$ cat config.mk
export PLATFORM = sky130hd
export DESIGN_NAME = muldiv_sequencer
export DESIGN_NICKNAME = d
export VERILOG_FILES = /design/src/rtl/muldiv_sequencer.sv
export SDC_FILE = /design/constraint.sdc
export NUM_CORES = 1
export LEC_CHECK = 0
export CORE_MARGIN = 3
export CORE_UTILIZATION = 45
export DETAILED_ROUTE_END_ITERATION = 12
export PLACE_DENSITY = 0.66
export SLEW_MARGIN = 20
export SYNTH_ARGS = -nofsm -noshare
export SYNTH_HDL_FRONTEND = slang
export SYNTH_SLANG_ARGS = --single-unit
$ cat constraint.sdc
create_clock -name clock -period 19.5 [get_ports clock]
set_input_delay 5.85 -clock clock [delete_from_list [all_inputs] [get_ports clock]]
set_output_delay 5.85 -clock clock [all_outputs]
set_load 0.005 [all_outputs]
$ cat src/rtl/muldiv_sequencer.sv
// Iterative MIPS HI/LO multiply/divide: shift-add multiply, restoring divide.
// Define MULDIV_UNSIGNED_EN to add the Uns port for multu/divu.
module muldiv_sequencer #(
  parameter int WIDTH = 32
) (
  input  logic             clock,
  input  logic             reset,
  input  logic             Start,
  input  logic             Op,
  input  logic [WIDTH-1:0] A,
  input  logic [WIDTH-1:0] B,
`ifdef MULDIV_UNSIGNED_EN
  input  logic             Uns,
`endif
  output logic             Busy,
  output logic             Done,
  output logic             DivZero,
  output logic [WIDTH-1:0] Hi,
  output logic [WIDTH-1:0] Lo
);

  localparam int CW = (WIDTH > 1) ? $clog2(WIDTH) : 1;
  localparam logic [CW-1:0] LAST = CW'(WIDTH - 1);

  typedef enum logic [1:0] {
    S_IDLE,
    S_RUN,
    S_FIXUP,
    S_DONE
  } state_t;

  state_t               state_q;
  logic [CW-1:0]        cnt_q;
  logic [2*WIDTH-1:0]   prod_q;
  logic [2*WIDTH-1:0]   prod_d;
  logic [WIDTH-1:0]     opb_q;
  logic                 op_q;
  logic                 sa_q;
  logic                 sb_q;
  logic                 busy_q;
  logic                 done_q;
  logic                 dz_q;
  logic [WIDTH-1:0]     hi_q;
  logic [WIDTH-1:0]     lo_q;

  logic                 uns;
  logic                 sa_in;
  logic                 sb_in;
  logic [WIDTH-1:0]     mag_a;
  logic [WIDTH-1:0]     mag_b;

`ifdef MULDIV_UNSIGNED_EN
  assign uns = Uns;
`else
  assign uns = 1'b0;
`endif

  assign sa_in = ~uns & A[WIDTH-1];
  assign sb_in = ~uns & B[WIDTH-1];
  assign mag_a = sa_in ? -A : A;
  assign mag_b = sb_in ? -B : B;

  // prod_q holds {acc, multiplier} for multiply, {remainder, quotient} for divide
  logic [WIDTH:0] add_s;
  logic [WIDTH:0] sh_s;
  logic [WIDTH:0] sub_s;

  always_comb begin
    add_s  = {1'b0, prod_q[2*WIDTH-1:WIDTH]}
           + (prod_q[0] ? {1'b0, opb_q} : '0);
    sh_s   = {prod_q[2*WIDTH-1:WIDTH], prod_q[WIDTH-1]};
    sub_s  = sh_s - {1'b0, opb_q};
    prod_d = prod_q;
    if (!op_q) begin
      prod_d = {add_s, prod_q[WIDTH-1:1]};
    end else if (!sub_s[WIDTH]) begin
      prod_d = {sub_s[WIDTH-1:0], prod_q[WIDTH-2:0], 1'b1};
    end else begin
      prod_d = {sh_s[WIDTH-1:0], prod_q[WIDTH-2:0], 1'b0};
    end
  end

  logic [2*WIDTH-1:0] neg_p;
  logic [WIDTH-1:0]   quo;
  logic [WIDTH-1:0]   rem;
  logic [WIDTH-1:0]   res_hi;
  logic [WIDTH-1:0]   res_lo;

  always_comb begin
    neg_p  = -prod_q;
    quo    = prod_q[WIDTH-1:0];
    rem    = prod_q[2*WIDTH-1:WIDTH];
    res_hi = '0;
    res_lo = '0;
    if (!op_q) begin
      res_hi = (sa_q ^ sb_q) ? neg_p[2*WIDTH-1:WIDTH] : rem;
      res_lo = (sa_q ^ sb_q) ? neg_p[WIDTH-1:0] : quo;
    end else begin
      res_hi = sa_q ? -rem : rem;
      res_lo = (sa_q ^ sb_q) ? -quo : quo;
    end
  end

  always_ff @(posedge clock or posedge reset) begin
    if (reset) begin
      state_q <= S_IDLE;
      cnt_q   <= '0;
      prod_q  <= '0;
      opb_q   <= '0;
      op_q    <= 1'b0;
      sa_q    <= 1'b0;
      sb_q    <= 1'b0;
      busy_q  <= 1'b0;
      done_q  <= 1'b0;
      dz_q    <= 1'b0;
      hi_q    <= '0;
      lo_q    <= '0;
    end else begin
      done_q <= 1'b0;
      case (state_q)
        S_IDLE: begin
          if (Start) begin
            op_q   <= Op;
            sa_q   <= sa_in;
            sb_q   <= sb_in;
            opb_q  <= Op ? mag_b : mag_a;
            prod_q <= {{WIDTH{1'b0}}, (Op ? mag_a : mag_b)};
            cnt_q  <= '0;
            dz_q   <= 1'b0;
            if (Op && (B == '0)) begin
              dz_q    <= 1'b1;
              done_q  <= 1'b1;
              state_q <= S_DONE;
            end else begin
              busy_q  <= 1'b1;
              state_q <= S_RUN;
            end
          end
        end
        S_RUN: begin
          prod_q <= prod_d;
          cnt_q  <= cnt_q + CW'(1);
          if (cnt_q == LAST) begin
            state_q <= S_FIXUP;
          end
        end
        S_FIXUP: begin
          hi_q    <= res_hi;
          lo_q    <= res_lo;
          busy_q  <= 1'b0;
          done_q  <= 1'b1;
          state_q <= S_DONE;
        end
        S_DONE: begin
          state_q <= S_IDLE;
        end
        default: begin
          state_q <= S_IDLE;
        end
      endcase
    end
  end

  assign Busy    = busy_q;
  assign Done    = done_q;
  assign DivZero = dz_q;
  assign Hi      = hi_q;
  assign Lo      = lo_q;

endmodule
== Yosys cells after proc, flatten, opt, wreduce, memory -nomap -nowiden ==
Cells that the tools add are included.

* Register bits after elaboration: 173
* Latch bits: 0
* RAM bits: 0
* Bits in read-only memories: 0
* Input port bits: 68
* Output and inout port bits: 67
* Word-level logic and storage cells: 64
* Memories kept: 0

* $add $sub $neg: 8
* Multiply operators: 0
* Divide/modulo/power cells: 0
* Magnitude comparators: 0
* Eq/ne operators: 7
* Shift-type cells: 0
* Mux-type cells: 27
* Bitwise logic cells: 1
* Reductions and logical operators: 9

{| class="wikitable"
|+ Operators with widths
! operator !! count
|-
| $mux 32 || 11
|-
| $mux 64 || 3
|-
| $neg 32->32 || 4
|-
| $pmux 64 s2 || 1
|-
| $neg 64->64 || 1
|-
| $add 32x32->33 || 1
|-
| $sub 33x32->33 || 1
|-
| $logic_not 32->1 || 1
|-
| $pmux 5 s2 || 1
|-
| $pmux 2 s4 || 1
|-
| $mux 2 || 3
|-
| $ne 2x2->1 const B || 3
|-
| $reduce_and 2->1 || 3
|-
| $add 5x1->5 const B || 1
|-
| $eq 5x5->1 const B || 1
|-
| $mux 5 || 1
|-
| $eq 2x2->1 const B || 2
|-
| $mux 1 || 4
|-
| $pmux 1 s2 || 2
|-
| $reduce_bool 2->1 || 2
|-
| $reduce_and 3->1 || 1
|-
| $eq 2x1->1 const B || 1
|-
| $logic_not 2->1 || 1
|-
| $logic_and 1x1->1 || 1
|-
| $xor 1x1->1 || 1
|}

== Logic depth before layout (Yosys ltp) ==
* Depth in word-level cells: 5
* Gate-level depth with buffers: 15
* Gate-level depth less buffers: 14

== Least setup slack after synthesis ==
OpenSTA, ideal clock, no wires.

* Kind: input to register
* Start: in B[9]
* End: reg busy_q (netlist: Busy)
* Library setup time: 132 ps
* Data arrival time: 8479 ps
* Data required time: 19368 ps
* Slack: 10889 ps
* Stages on the path: 7
* Buffers on the path: 0
* Cell sequence: or4_4 or4_4 or3_4 or4_4 or4_4 a31oi_1 o21ai_1

* Longest elaborated chain between the ends: 4

{| class="wikitable"
|+ RTL lines
! item !! line !! text
|-
| start, declared || 11 || <nowiki>input logic [WIDTH-1:0] B,</nowiki>
|-
| $logic_not 32->1 || 130 || <nowiki>if (Op && (B == '0)) begin</nowiki>
|-
| $logic_and 1x1->1 || 130 ||
|-
| $ne 2x2->1 (no line) || -- ||
|-
| $reduce_and 3->1 (no line) || -- ||
|-
| end signal, assigned || 113 || <nowiki>busy_q <= 1'b0;</nowiki>
|-
| end signal, assigned || 135 || <nowiki>busy_q <= 1'b1;</nowiki>
|-
| end signal, assigned || 150 || <nowiki>busy_q <= 1'b0;</nowiki>
|-
| end, declared || 40 || <nowiki>logic busy_q;</nowiki>
|}

No other way between the ends.
A chain may end at the register's enable or synchronous reset.

== Final worst setup path ==
* Start: in B[3]
* End: reg busy_q (netlist: Busy)

The elaborated chain is that of the path after synthesis.

==> qor.yml <==
run_status:
  status: "finished clean"
synthesis:
  synth-async-reset-ratio_pct: 100
  synthFlopType: "dfrtp_1"
  synth_seq_cells: 173
  synth_edf_count: 0
  yosys_warnings: 0
  seq_area_frac_synth_pct: 30.4
  syn_nets: 1945
  syn_inst: 1802
  ys_types: 71
  netlist_area_mm2: 0.0142
  syn_avg_cell_area_um2: 7.90
timing:
  maxSlewHeadroom_pct: 23.1
  setup_slack_ns: 10.59
  fmax_mhz: 112
  maxSlewViolCount: 0
  period_share_pct: 45.7
  final-hold-violation-count: 0
  layout_min_cycle_time_ns: 8.91
  finalSetupViolations: 0
  grt_setup_unrepaired: "no"
  worst_pin_slew_ns: 1.15
  fin_setup_tns_ns: 0
  finClkSkew_ns: 0.0146
clock_tree:
  holdBufCountCts: 0
  clk_latency_ns: 0.45
  cts_tree: "built"
  cts-resized-gates: 0
  post-cts-setup-buffers: 0
  clk_pin_slew_worst_paths_ns: 0.07
  cts-htree-levels: 4
  cts-root-buf: "clkbuf_16"
  cts_sinks: 173
  cts_buffer_depth: 2
  cts_made_buffers: 17
worst_setup_path:
  worstSetupPathType: "in -> reg"
  cp_max_fo: 4
  cp_slowest_stage_delay_ns: 0.56
  critPathLaunch: "B[3]"
  r2r_slack_ns: 15.05
  path_delay_family: "simple AND/OR/NAND/NOR gates"
  timing.rr.end: "Hi[19]"
  cp-start-kind: "input port"
  cp_num_buf_inv: 1
  r2r-start: "prod_q[15]"
  worstSetupEndpointType: "register"
  path_common_cell: "or4_4"
  worstRegToRegCells: 10
  crit_required_ns: 19.81
  cp.arrival_ns: 9.22
  slowest_stage: "or4_4"
  worst-path-stages: 9
  crit_end: "Busy"
  crit_chain: "clkdlybuf4s50_1 -> nor3_1 -> nand3b_1 -> or4_4 -> or3_4 -> or4_4 -> or4_4 -> a31oi_1 -> o21ai_1"
floorplanning:
  core_area_mm2: 0.0309
  start_util_pct: 46.1
  rows: 64
  die_x_um: 184
  design.die.area_mm2: 0.0338
  die_y_um: 184
  io_pins: 135
layout:
  finalNetCount: 2012
  syn_to_final_growth_pct: 16.0
  finish.instance_area_mm2: 0.0165
  num-fill-cells: 2977
  drive_gt1_share_pct: 6.43
  num_antenna_cells: 0
placement:
  pre_cts_slack_ns: 10.18
  gp_congestion: 0.928
  post-dp-hpwl_um: 33200
  io_buffer_count: 134
  place_area_mm2: 0.0159
global_route:
  grt_antenna_before_repair: 1
  grt_pass1_vias: 12900
  grt_pass1_wl_um: 70300
  grt.total_usage_pct: 26.1
  gr-total-overflow: 0
  grt_max_degree: 107
run:
  maxCapViolCount: 0
routing:
  drcViolationCount: 0
  ant_nets: 0
  detail_route.iter0.violations: 1000
  vias_per_cell: 5.95
  wl_um: 44500
  drtPass1Iterations: 7
  wl_per_cell_um: 19.5
  route.vias.total: 13500
pwr:
  combPwrFrac_pct: 63.4
  power_frac_clock_pct: 12.8
  peakVddDrop_mv: 0.112
  power_density_mw_per_mm2: 172
  internal-power_mw: 1.48
  swShare_pct: 48.0
  p_leak_nw: 6.97
  power_switching_mw: 1.36
  seqPwrFrac_pct: 23.8
hold_path:
  hold_path_class: "reg -> reg"
-- layout by cell type, fill, tap and decap left out, types with 9 or more instances in the layout --
cell type	count
or2_2	10
buf_4	18
a31oi_1	18
nor2_1	240
a211oi_1	39
nand3_1	18
dfrtp_1	172
o21ai_0	143
ha_1	71
mux2_2	35
o21a_1	9
a21o_1	24
inv_1	61
nand2_1	139
mux2i_1	27
xor2_1	78
nor2b_1	11
or4_1	12
nand4_1	10
nor4_1	15
clkbuf_16	17
o41ai_1	11
and3_1	10
clkdlybuf4s50_1	133
a22oi_1	30
a21oi_1	222
or3_1	18
o31ai_1	18
o211ai_1	10
nor3_1	24
xnor2_1	98
nand2b_1	24
-- cell usage after synthesis (24+ instances only) --
master / n / share of area [%]
dfrtp_1: 173 / 30
a21oi_1: 222 / 7.8
xor2_1: 79 / 4.9
mux2i_1: 27 / 1.9
nor3_1: 24 / 0.84
mux2_2: 35 / 2.8
ha_1: 73 / 6.4
o21ai_0: 143 / 5.0
nand2b_1: 24 / 1.1
nand2_1: 140 / 3.7
a21o_1: 24 / 1.3
inv_1: 62 / 1.6
a211oi_1: 39 / 2.1
clkbuf_1: 100 / 2.6
a22oi_1: 30 / 1.6
xnor2_1: 99 / 6.1
nor2_1: 241 / 6.4
-- final cells by class --
| cell class | count | area, um^2 | area share [%] |
|---|---|---|---|
| Multi-Input combinational cell | 1463 | 9350 | 56.6 |
| Timing Repair Buffer | 152 | 1490 | 9.05 |
| Sequential cell | 173 | 4330 | 26.2 |
| Tap cell | 396 | 495 | 3.00 |
| Inverter | 62 | 238 | 1.44 |
| Clock buffer | 19 | 453 | 2.74 |
| Clock inverter | 12 | 155 | 0.939 |
-- logic make-up (layout without fill, tap and decap cells) --
family,count (synthesis),in the layout,share of synthesized area (%)
and+or+nand+nor,568,568,18.5
xor gates and xnor gates,178,178,10.9
muxes,62,62,4.67
adders and majority gates,75,75,6.69
AOI/OAI and AO/OA,580,580,24.4
DFF,173,173,30.4
buffers and inverters,166,245,4.38
-- how the worst min path moves through the flow --
stage,from,end,slack [ns],depth (start not counted)
floorplan,opb_q[27],opb_q[27],0.44,2
global placement,opb_q[27],opb_q[27],0.46,2
detailed placement,opb_q[27],opb_q[27],0.47,2
CTS,opb_q[27],opb_q[27],0.48,2
global route,opb_q[16],opb_q[16],0.51,2
finish,opb_q[27],opb_q[27],0.48,2
-- registers in the layout, summed over array words and instances, names as in the netlist --
signal and count:
prod_q 64, Hi 32, Lo 32, opb_q 32
cnt_q 5, state_q 2, Busy 1, DivZero 1
Done 1, op_q 1, sa_q 1, sb_q 1
-- worst reg2reg max path, delay by kind of cell (launching register included) --
family	cells	cell delay, ns
and+or+nand+nor	5	2.64
muxes	1	0.27
AOI/OAI and AO/OA	3	0.78
DFF	1	0.43
xor gates and xnor gates	1	0.20
-- stage by stage --
step | std cells | power [mW] | hold WS [ns] | util (%)
6_report | 2277 | 2.84 | 0.476 | 53.4
4_1_cts | 2276 | 2.84 | 0.476 | 53.3
3_5_place_dp | 2245 | 2.46 | 0.465 | 51.4
5_1_grt | 2277 | 3.08 | 0.510 | 53.4
3_3_place_gp | 2245 | 2.44 | 0.462 | 51.4
2_1_floorplan | 1802 | 1.89 | 0.439 | -
-- metal layers --
layer	part of all wire, %	vias to the layer above	track usage (%)
li1	-	6582	-
met1	45	6471	35.7
met2	46	410	42.1
met3	5.4	79	3.86
met4	3.2	2	9.28
met5	0.025	-	0
-- power groups by stage --
stage | combinational [mW] | sequential, mW | clock (mW)
floorplan | 1.26 | 0.633 | 0
global route | 2.00 | 0.700 | 0.384
global placement | 1.77 | 0.678 | 0
finish | 1.80 | 0.676 | 0.364
detailed placement | 1.78 | 0.681 | 0
CTS | 1.79 | 0.675 | 0.369
Note: power is estimated with default switching activity, not from simulation.
